<file path="src/rtl/control_sequencer.sv">
// control_sequencer: fetch/decode/execute control FSM for the 8-bit datapath.
// Drives the IR load controls, PC controls, memory req strobes (req/ready
// handshake with optional timeout) and the ALU select. HLT parks the machine
// until reset.
// Optional feature: define ILLEGAL_TRAP_EN to trap undefined opcodes
// (TRAP clears the IR, then HALT with illegal held high). Without it,
// undefined opcodes behave as NOP and illegal is tied low.
module control_sequencer #(
  parameter int OPW    = 5,
  parameter int ALUW   = 3,
  parameter int MEM_TO = 15
) (
  input  logic            clk,
  input  logic            rst,
  input  logic [OPW-1:0]  opcode,
  input  logic            flag_z,
  input  logic            flag_c,
  input  logic            mem_ready,
  output logic            ir_ena,
  output logic            ir_sel,
  output logic            pc_inc,
  output logic            pc_load,
  output logic            addr_sel,
  output logic            mem_rd,
  output logic            mem_wr,
  output logic            acc_we,
  output logic [ALUW-1:0] alu_op,
  output logic            halted,
  output logic            illegal
);

  localparam int WW = (MEM_TO > 1) ? $clog2(MEM_TO) : 1;

  localparam logic [OPW-1:0] OP_NOP = OPW'(0);
  localparam logic [OPW-1:0] OP_LDA = OPW'(1);
  localparam logic [OPW-1:0] OP_STA = OPW'(2);
  localparam logic [OPW-1:0] OP_ADD = OPW'(3);
  localparam logic [OPW-1:0] OP_SUB = OPW'(4);
  localparam logic [OPW-1:0] OP_AND = OPW'(5);
  localparam logic [OPW-1:0] OP_OR  = OPW'(6);
  localparam logic [OPW-1:0] OP_NOT = OPW'(7);
  localparam logic [OPW-1:0] OP_JMP = OPW'(8);
  localparam logic [OPW-1:0] OP_JZ  = OPW'(9);
  localparam logic [OPW-1:0] OP_JC  = OPW'(10);
  localparam logic [OPW-1:0] OP_HLT = '1;

  typedef enum logic [3:0] {
    S_INIT,
    S_FETCH,
    S_LOAD,
    S_DECODE,
    S_EXEC,
    S_MEMRD,
    S_MEMWR,
    S_JUMP,
    S_HALT
`ifdef ILLEGAL_TRAP_EN
    , S_TRAP
`endif
  } state_t;

  state_t          state_q, state_d;
  logic [WW-1:0]   wait_q, wait_d;
  logic [ALUW-1:0] alu_q, alu_d;
  logic            timeout;
`ifdef ILLEGAL_TRAP_EN
  logic            ill_q, ill_d;
`endif

  // Timeout fires on the MEM_TO-th consecutive wait cycle; MEM_TO=0 never fires.
  assign timeout = (MEM_TO != 0) && (wait_q == WW'(MEM_TO - 1));

  // State, wait counter and latched ALU select registers.
  always_ff @(posedge clk or negedge rst) begin
    if (!rst) begin
      state_q <= S_INIT;
      wait_q  <= '0;
      alu_q   <= '0;
`ifdef ILLEGAL_TRAP_EN
      ill_q   <= 1'b0;
`endif
    end else begin
      state_q <= state_d;
      wait_q  <= wait_d;
      alu_q   <= alu_d;
`ifdef ILLEGAL_TRAP_EN
      ill_q   <= ill_d;
`endif
    end
  end

  // Next-state logic; the wait counter only survives a cycle that stays in a
  // waiting state, so any state change clears it.
  always_comb begin
    state_d = state_q;
    wait_d  = '0;
    alu_d   = alu_q;
`ifdef ILLEGAL_TRAP_EN
    ill_d   = ill_q;
`endif
    case (state_q)
      S_INIT:  state_d = S_FETCH;
      S_FETCH, S_MEMRD, S_MEMWR: begin
        if (mem_ready)    state_d = (state_q == S_FETCH) ? S_LOAD : S_FETCH;
        else if (timeout) state_d = S_HALT;
        else              wait_d  = wait_q + WW'(1);
      end
      S_LOAD:  state_d = S_DECODE;
      S_DECODE: begin
        case (opcode)
          OP_NOP: state_d = S_FETCH;
          OP_ADD: begin state_d = S_EXEC; alu_d = ALUW'(1); end
          OP_SUB: begin state_d = S_EXEC; alu_d = ALUW'(2); end
          OP_AND: begin state_d = S_EXEC; alu_d = ALUW'(3); end
          OP_OR:  begin state_d = S_EXEC; alu_d = ALUW'(4); end
          OP_NOT: begin state_d = S_EXEC; alu_d = ALUW'(5); end
          OP_LDA: state_d = S_MEMRD;
          OP_STA: state_d = S_MEMWR;
          OP_JMP: state_d = S_JUMP;
          OP_JZ:  state_d = flag_z ? S_JUMP : S_FETCH;
          OP_JC:  state_d = flag_c ? S_JUMP : S_FETCH;
          OP_HLT: state_d = S_HALT;
`ifdef ILLEGAL_TRAP_EN
          default: begin state_d = S_TRAP; ill_d = 1'b1; end
`else
          default: state_d = S_FETCH;
`endif
        endcase
      end
      S_EXEC:  state_d = S_FETCH;
      S_JUMP:  state_d = S_FETCH;
      S_HALT:  state_d = S_HALT;
`ifdef ILLEGAL_TRAP_EN
      S_TRAP:  state_d = S_HALT;
`endif
      default: state_d = S_INIT;
    endcase
  end

  // Output decode; gating with rst makes every output drop asynchronously in reset.
  always_comb begin
    ir_ena   = 1'b0;
    ir_sel   = 1'b0;
    pc_inc   = 1'b0;
    pc_load  = 1'b0;
    addr_sel = 1'b0;
    mem_rd   = 1'b0;
    mem_wr   = 1'b0;
    acc_we   = 1'b0;
    alu_op   = '0;
    halted   = 1'b0;
    illegal  = 1'b0;
    if (rst) begin
      case (state_q)
        S_INIT:  begin ir_ena = 1'b1; ir_sel = 1'b1; end
        S_FETCH: mem_rd = 1'b1;
        S_LOAD:  begin ir_ena = 1'b1; pc_inc = 1'b1; end
        S_EXEC:  begin acc_we = 1'b1; alu_op = alu_q; end
        S_MEMRD: begin mem_rd = 1'b1; addr_sel = 1'b1; acc_we = mem_ready; end
        S_MEMWR: begin mem_wr = 1'b1; addr_sel = 1'b1; end
        S_JUMP:  pc_load = 1'b1;
        S_HALT: begin
          halted = 1'b1;
`ifdef ILLEGAL_TRAP_EN
          illegal = ill_q;
`endif
        end
`ifdef ILLEGAL_TRAP_EN
        S_TRAP:  begin ir_ena = 1'b1; ir_sel = 1'b1; illegal = 1'b1; end
`endif
        default: ;
      endcase
    end
  end

endmodule

</file>
<file path="config.mk">
export PLATFORM = sky130hd
export DESIGN_NAME = control_sequencer
export DESIGN_NICKNAME = d
export VERILOG_FILES = /design/src/rtl/control_sequencer.sv
export SDC_FILE = /design/constraint.sdc
export NUM_CORES = 1
export LEC_CHECK = 0
export ABC_CLOCK_PERIOD_IN_PS = 1800
export CORE_UTILIZATION = 48
export CTS_BUF_LIST = sky130_fd_sc_hd__clkbuf_8
export CTS_CLUSTER_SIZE = 10
export DETAILED_ROUTE_END_ITERATION = 16
export PLACE_DENSITY = 0.81
export SLEW_MARGIN = 20
export SYNTH_ARGS = -nofsm -noshare
export SYNTH_HDL_FRONTEND = slang
export SYNTH_SLANG_ARGS = --single-unit
</file>
<file path="constraint.sdc">
create_clock -name clk -period 1.8 [get_ports clk]
set_clock_uncertainty 0.05 [all_clocks]
set_input_delay 0.18 -clock clk [delete_from_list [all_inputs] [get_ports clk]]
set_output_delay 0.18 -clock clk [all_outputs]
set_load 0.02 [all_outputs]
</file>
==> flow_metrics.tcl <==
set metrics [dict create \
    status "finished clean" \
    ys_seq_elements 11 \
    gp_congestion 0.782 \
    dr.pass1.iters 4 \
    gr-total-overflow 0 \
    cts_sinks 11 \
    core_sq_mm 0.00151 \
    io_buffer_count 21 \
    synth_cell_types 34 \
    reg2reg_from "state_q[0]$_DFFE_PN0P_" \
    layout-area-overhead-vs-synth_pct 43.4 \
    drv_cap 0 \
    yosys-top-cells-count "11 x dfrtp_1, 10 x nor2_1, 6 x nor3_1, 5 x a21oi_1, 5 x nand2b_1" \
    die_w_um 42.0 \
    r2r_setup_slack_ns 0.04 \
    synth_area_leader_cell "dfrtp_1" \
    dp_hpwl_um 1350 \
    setup_ws_ns 0.0418 \
    first_iter_violations 10 \
    detail_route.wl_per_cell_um 12.5 \
    tns_ns 0 \
    clock_path_buffers 2 \
    end_kind "flop" \
    clk_transition_reported_paths_ns 0.06 \
    crit_type "reg2reg" \
    intPower_uw 785 \
    clk_latency_ns 0.24 \
    start_util_pct 51.1 \
    vias_per_cell 5.53 \
    arrival_ns 1.83 \
    yosysSeqAreaShare_pct 35.8 \
    place_area_sq_mm 0.00107 \
    h-tree-depth 1 \
    r2r_cells 5 \
    hold_buffers 0 \
    fin_util_pct 73.3 \
    final_period_minus_worst_setup_slack_ns 1.76 \
    hold_path.class "in2async" \
    finalCritPeriodShare_pct 97.7 \
    yosysMostFrequentCell "dfrtp_1" \
    post_cts_resize_count 13 \
    ir_drop_mv 0.648 \
    synthFlopType "dfrtp_1" \
    drv_slew 0 \
    antenna_cells 0 \
    fp.dieH_um 42.0 \
    timing.hold.ws_ns 0.229 \
    top_level_ports 23 \
    synth_area_leaders "dfrtp_1 36%, nor2_1 4.9%, nand2b_1 4.1%" \
    switching_share_pct 37.3 \
    fin_area_sq_mm 0.00110 \
    numCtsBuffers 3 \
    drive_gt1_share_pct 20.3 \
    synth_area_sq_um 769 \
    comb_power_share_pct 49.4 \
    hold_violations 0 \
    p_clk_share_pct 19.5 \
    synth_edf_count 0 \
    startpoint_type "flop" \
    grt_first_pass_wirelength_um 2960 \
    rsz0062_at_grt "yes" \
    grtUsageTotal_pct 21.3 \
    pre_cts_ws_ns -0.242 \
    setup_violations 0 \
    antenna_found_initial 0 \
    required_ns 1.88 \
    power.leakage_uw 0.000532 \
    synth_nets 102 \
    cts_tree "built" \
    powerDensity_mw_per_mm2 1140 \
    ys_async_sr_fraction_pct 100 \
    post_cts_buffers 0 \
    synthCells 90 \
    seqPwrFrac_pct 31.1 \
    grt_pass1_vias 709 \
    worstPathMaxFanout 7 \
    synth_top_area_share_pct 35.8 \
    syn_avg_cell_area_sq_um 8.55 \
    layout.nets 136 \
    fmax_mhz 569 \
    yosys_warnings 0 \
    drcViolationCount 0 \
    ant_nets 0 \
    wl_um 1740 \
    rr_endpoint "state_q[3]$_DFFE_PN0P_" \
    placementRows 14 \
    p_sw_uw 468 \
    grt_max_degree 16 \
    dieArea_sq_mm 0.00177 \
    num_vias 768 \
    root_buffer "clkbuf_8" \
]
-- metal layers --
metal  share of wire (%)  global-route usage (%)
met5                   0                       0
met4                   0                    5.63
met3                 4.4                    1.29
met2                  54                    39.7
met1                  42                    26.5
-- metrics by stage --
| stage | total power, uW | std cells |
|---|---|---|
| after floorplan | 776 | 90 |
| after global placement | 1010 | 135 |
| after detailed placement | 1020 | 135 |
| after CTS | 1250 | 139 |
| after global routing | 1340 | 139 |
| final | 1250 | 139 |
-- flip-flops by register name, summed over array words and instances, names as in the netlist --
signal	cells
state_q	4
wait_q	4
alu_q	3
-- critical path, cell delays in order (launching register included) --
cell and delay (ns):
dfrtp_1 0.46, buf_4 0.17, and2b_1 0.14, a21oi_1 0.08, or4_4 0.54, a22o_1 0.21
-- power by group through the flow --
stage | combinational [uW] | sequential, uW | clock (uW)
finish | 619 | 390 | 245
global route | 685 | 398 | 258
CTS | 617 | 387 | 248
detailed placement | 634 | 387 | 0
global placement | 623 | 382 | 0
floorplan | 425 | 351 | 0
-- cell type report --
cell class	count	area, sq um
multi-input combinational	73	469
fill	131	403
timing repair buffer	34	289
sequential	11	275
clock buffer	3	41.3
tap	16	20.0
clock inverter	1	5.00
inverter	1	3.75
-- how the worst max path moves through the flow --
| stage | from | to | slack [ns] | cells past startpoint |
|---|---|---|---|---|
| 6_report | state_q[0]$_DFFE_PN0P_ | state_q[3]$_DFFE_PN0P_ | 0.04 | 5 |
| 5_1_grt | state_q[3]$_DFFE_PN0P_ | alu_op[1] | -0.02 | 4 |
| 4_1_cts | state_q[3]$_DFFE_PN0P_ | acc_we | 0.03 | 4 |
| 3_5_place_dp | rst | alu_op[1] | -0.24 | 5 |
| 3_3_place_gp | rst | alu_op[0] | -0.26 | 5 |
| 2_1_floorplan | state_q[1]$_DFFE_PN0P_ | state_q[3]$_DFFE_PN0P_ | 0.16 | 5 |
-- kinds of logic (layout without fill, tap and decap cells) --
| logic type | Yosys count | after routing | synth area share (%) |
|---|---|---|---|
| AND/OR/NAND/NOR | 50 | 50 | 37.2 |
| AO/OA/AOI/OAI | 18 | 18 | 16.9 |
| flip-flops | 11 | 11 | 35.8 |
| buffers and inverters | 6 | 39 | 4.06 |
| adder cells (fa/ha/maj) | 2 | 2 | 3.25 |
| XOR/XNOR | 2 | 2 | 2.28 |
| other | 1 | 1 | 0.487 |
-- layout by cell type (no fill, tap or decap), drive strengths merged, types with 2 or more instances in the layout --
cell type / instances
ha: 2
nand2b: 5
a221o: 2
or2: 3
nand3b: 2
nor2b: 4
nand2: 3
o21ai: 2
buf: 13
clkdlybuf4s50: 9
dfrtp: 11
nor3: 7
a221oi: 2
clkbuf: 4
and2: 3
nor2: 10
a22o: 2
dlygate4sd2: 11
and2b: 2
a21oi: 5
and3: 4
nand3: 4
(Power assumes the default switching activity.)
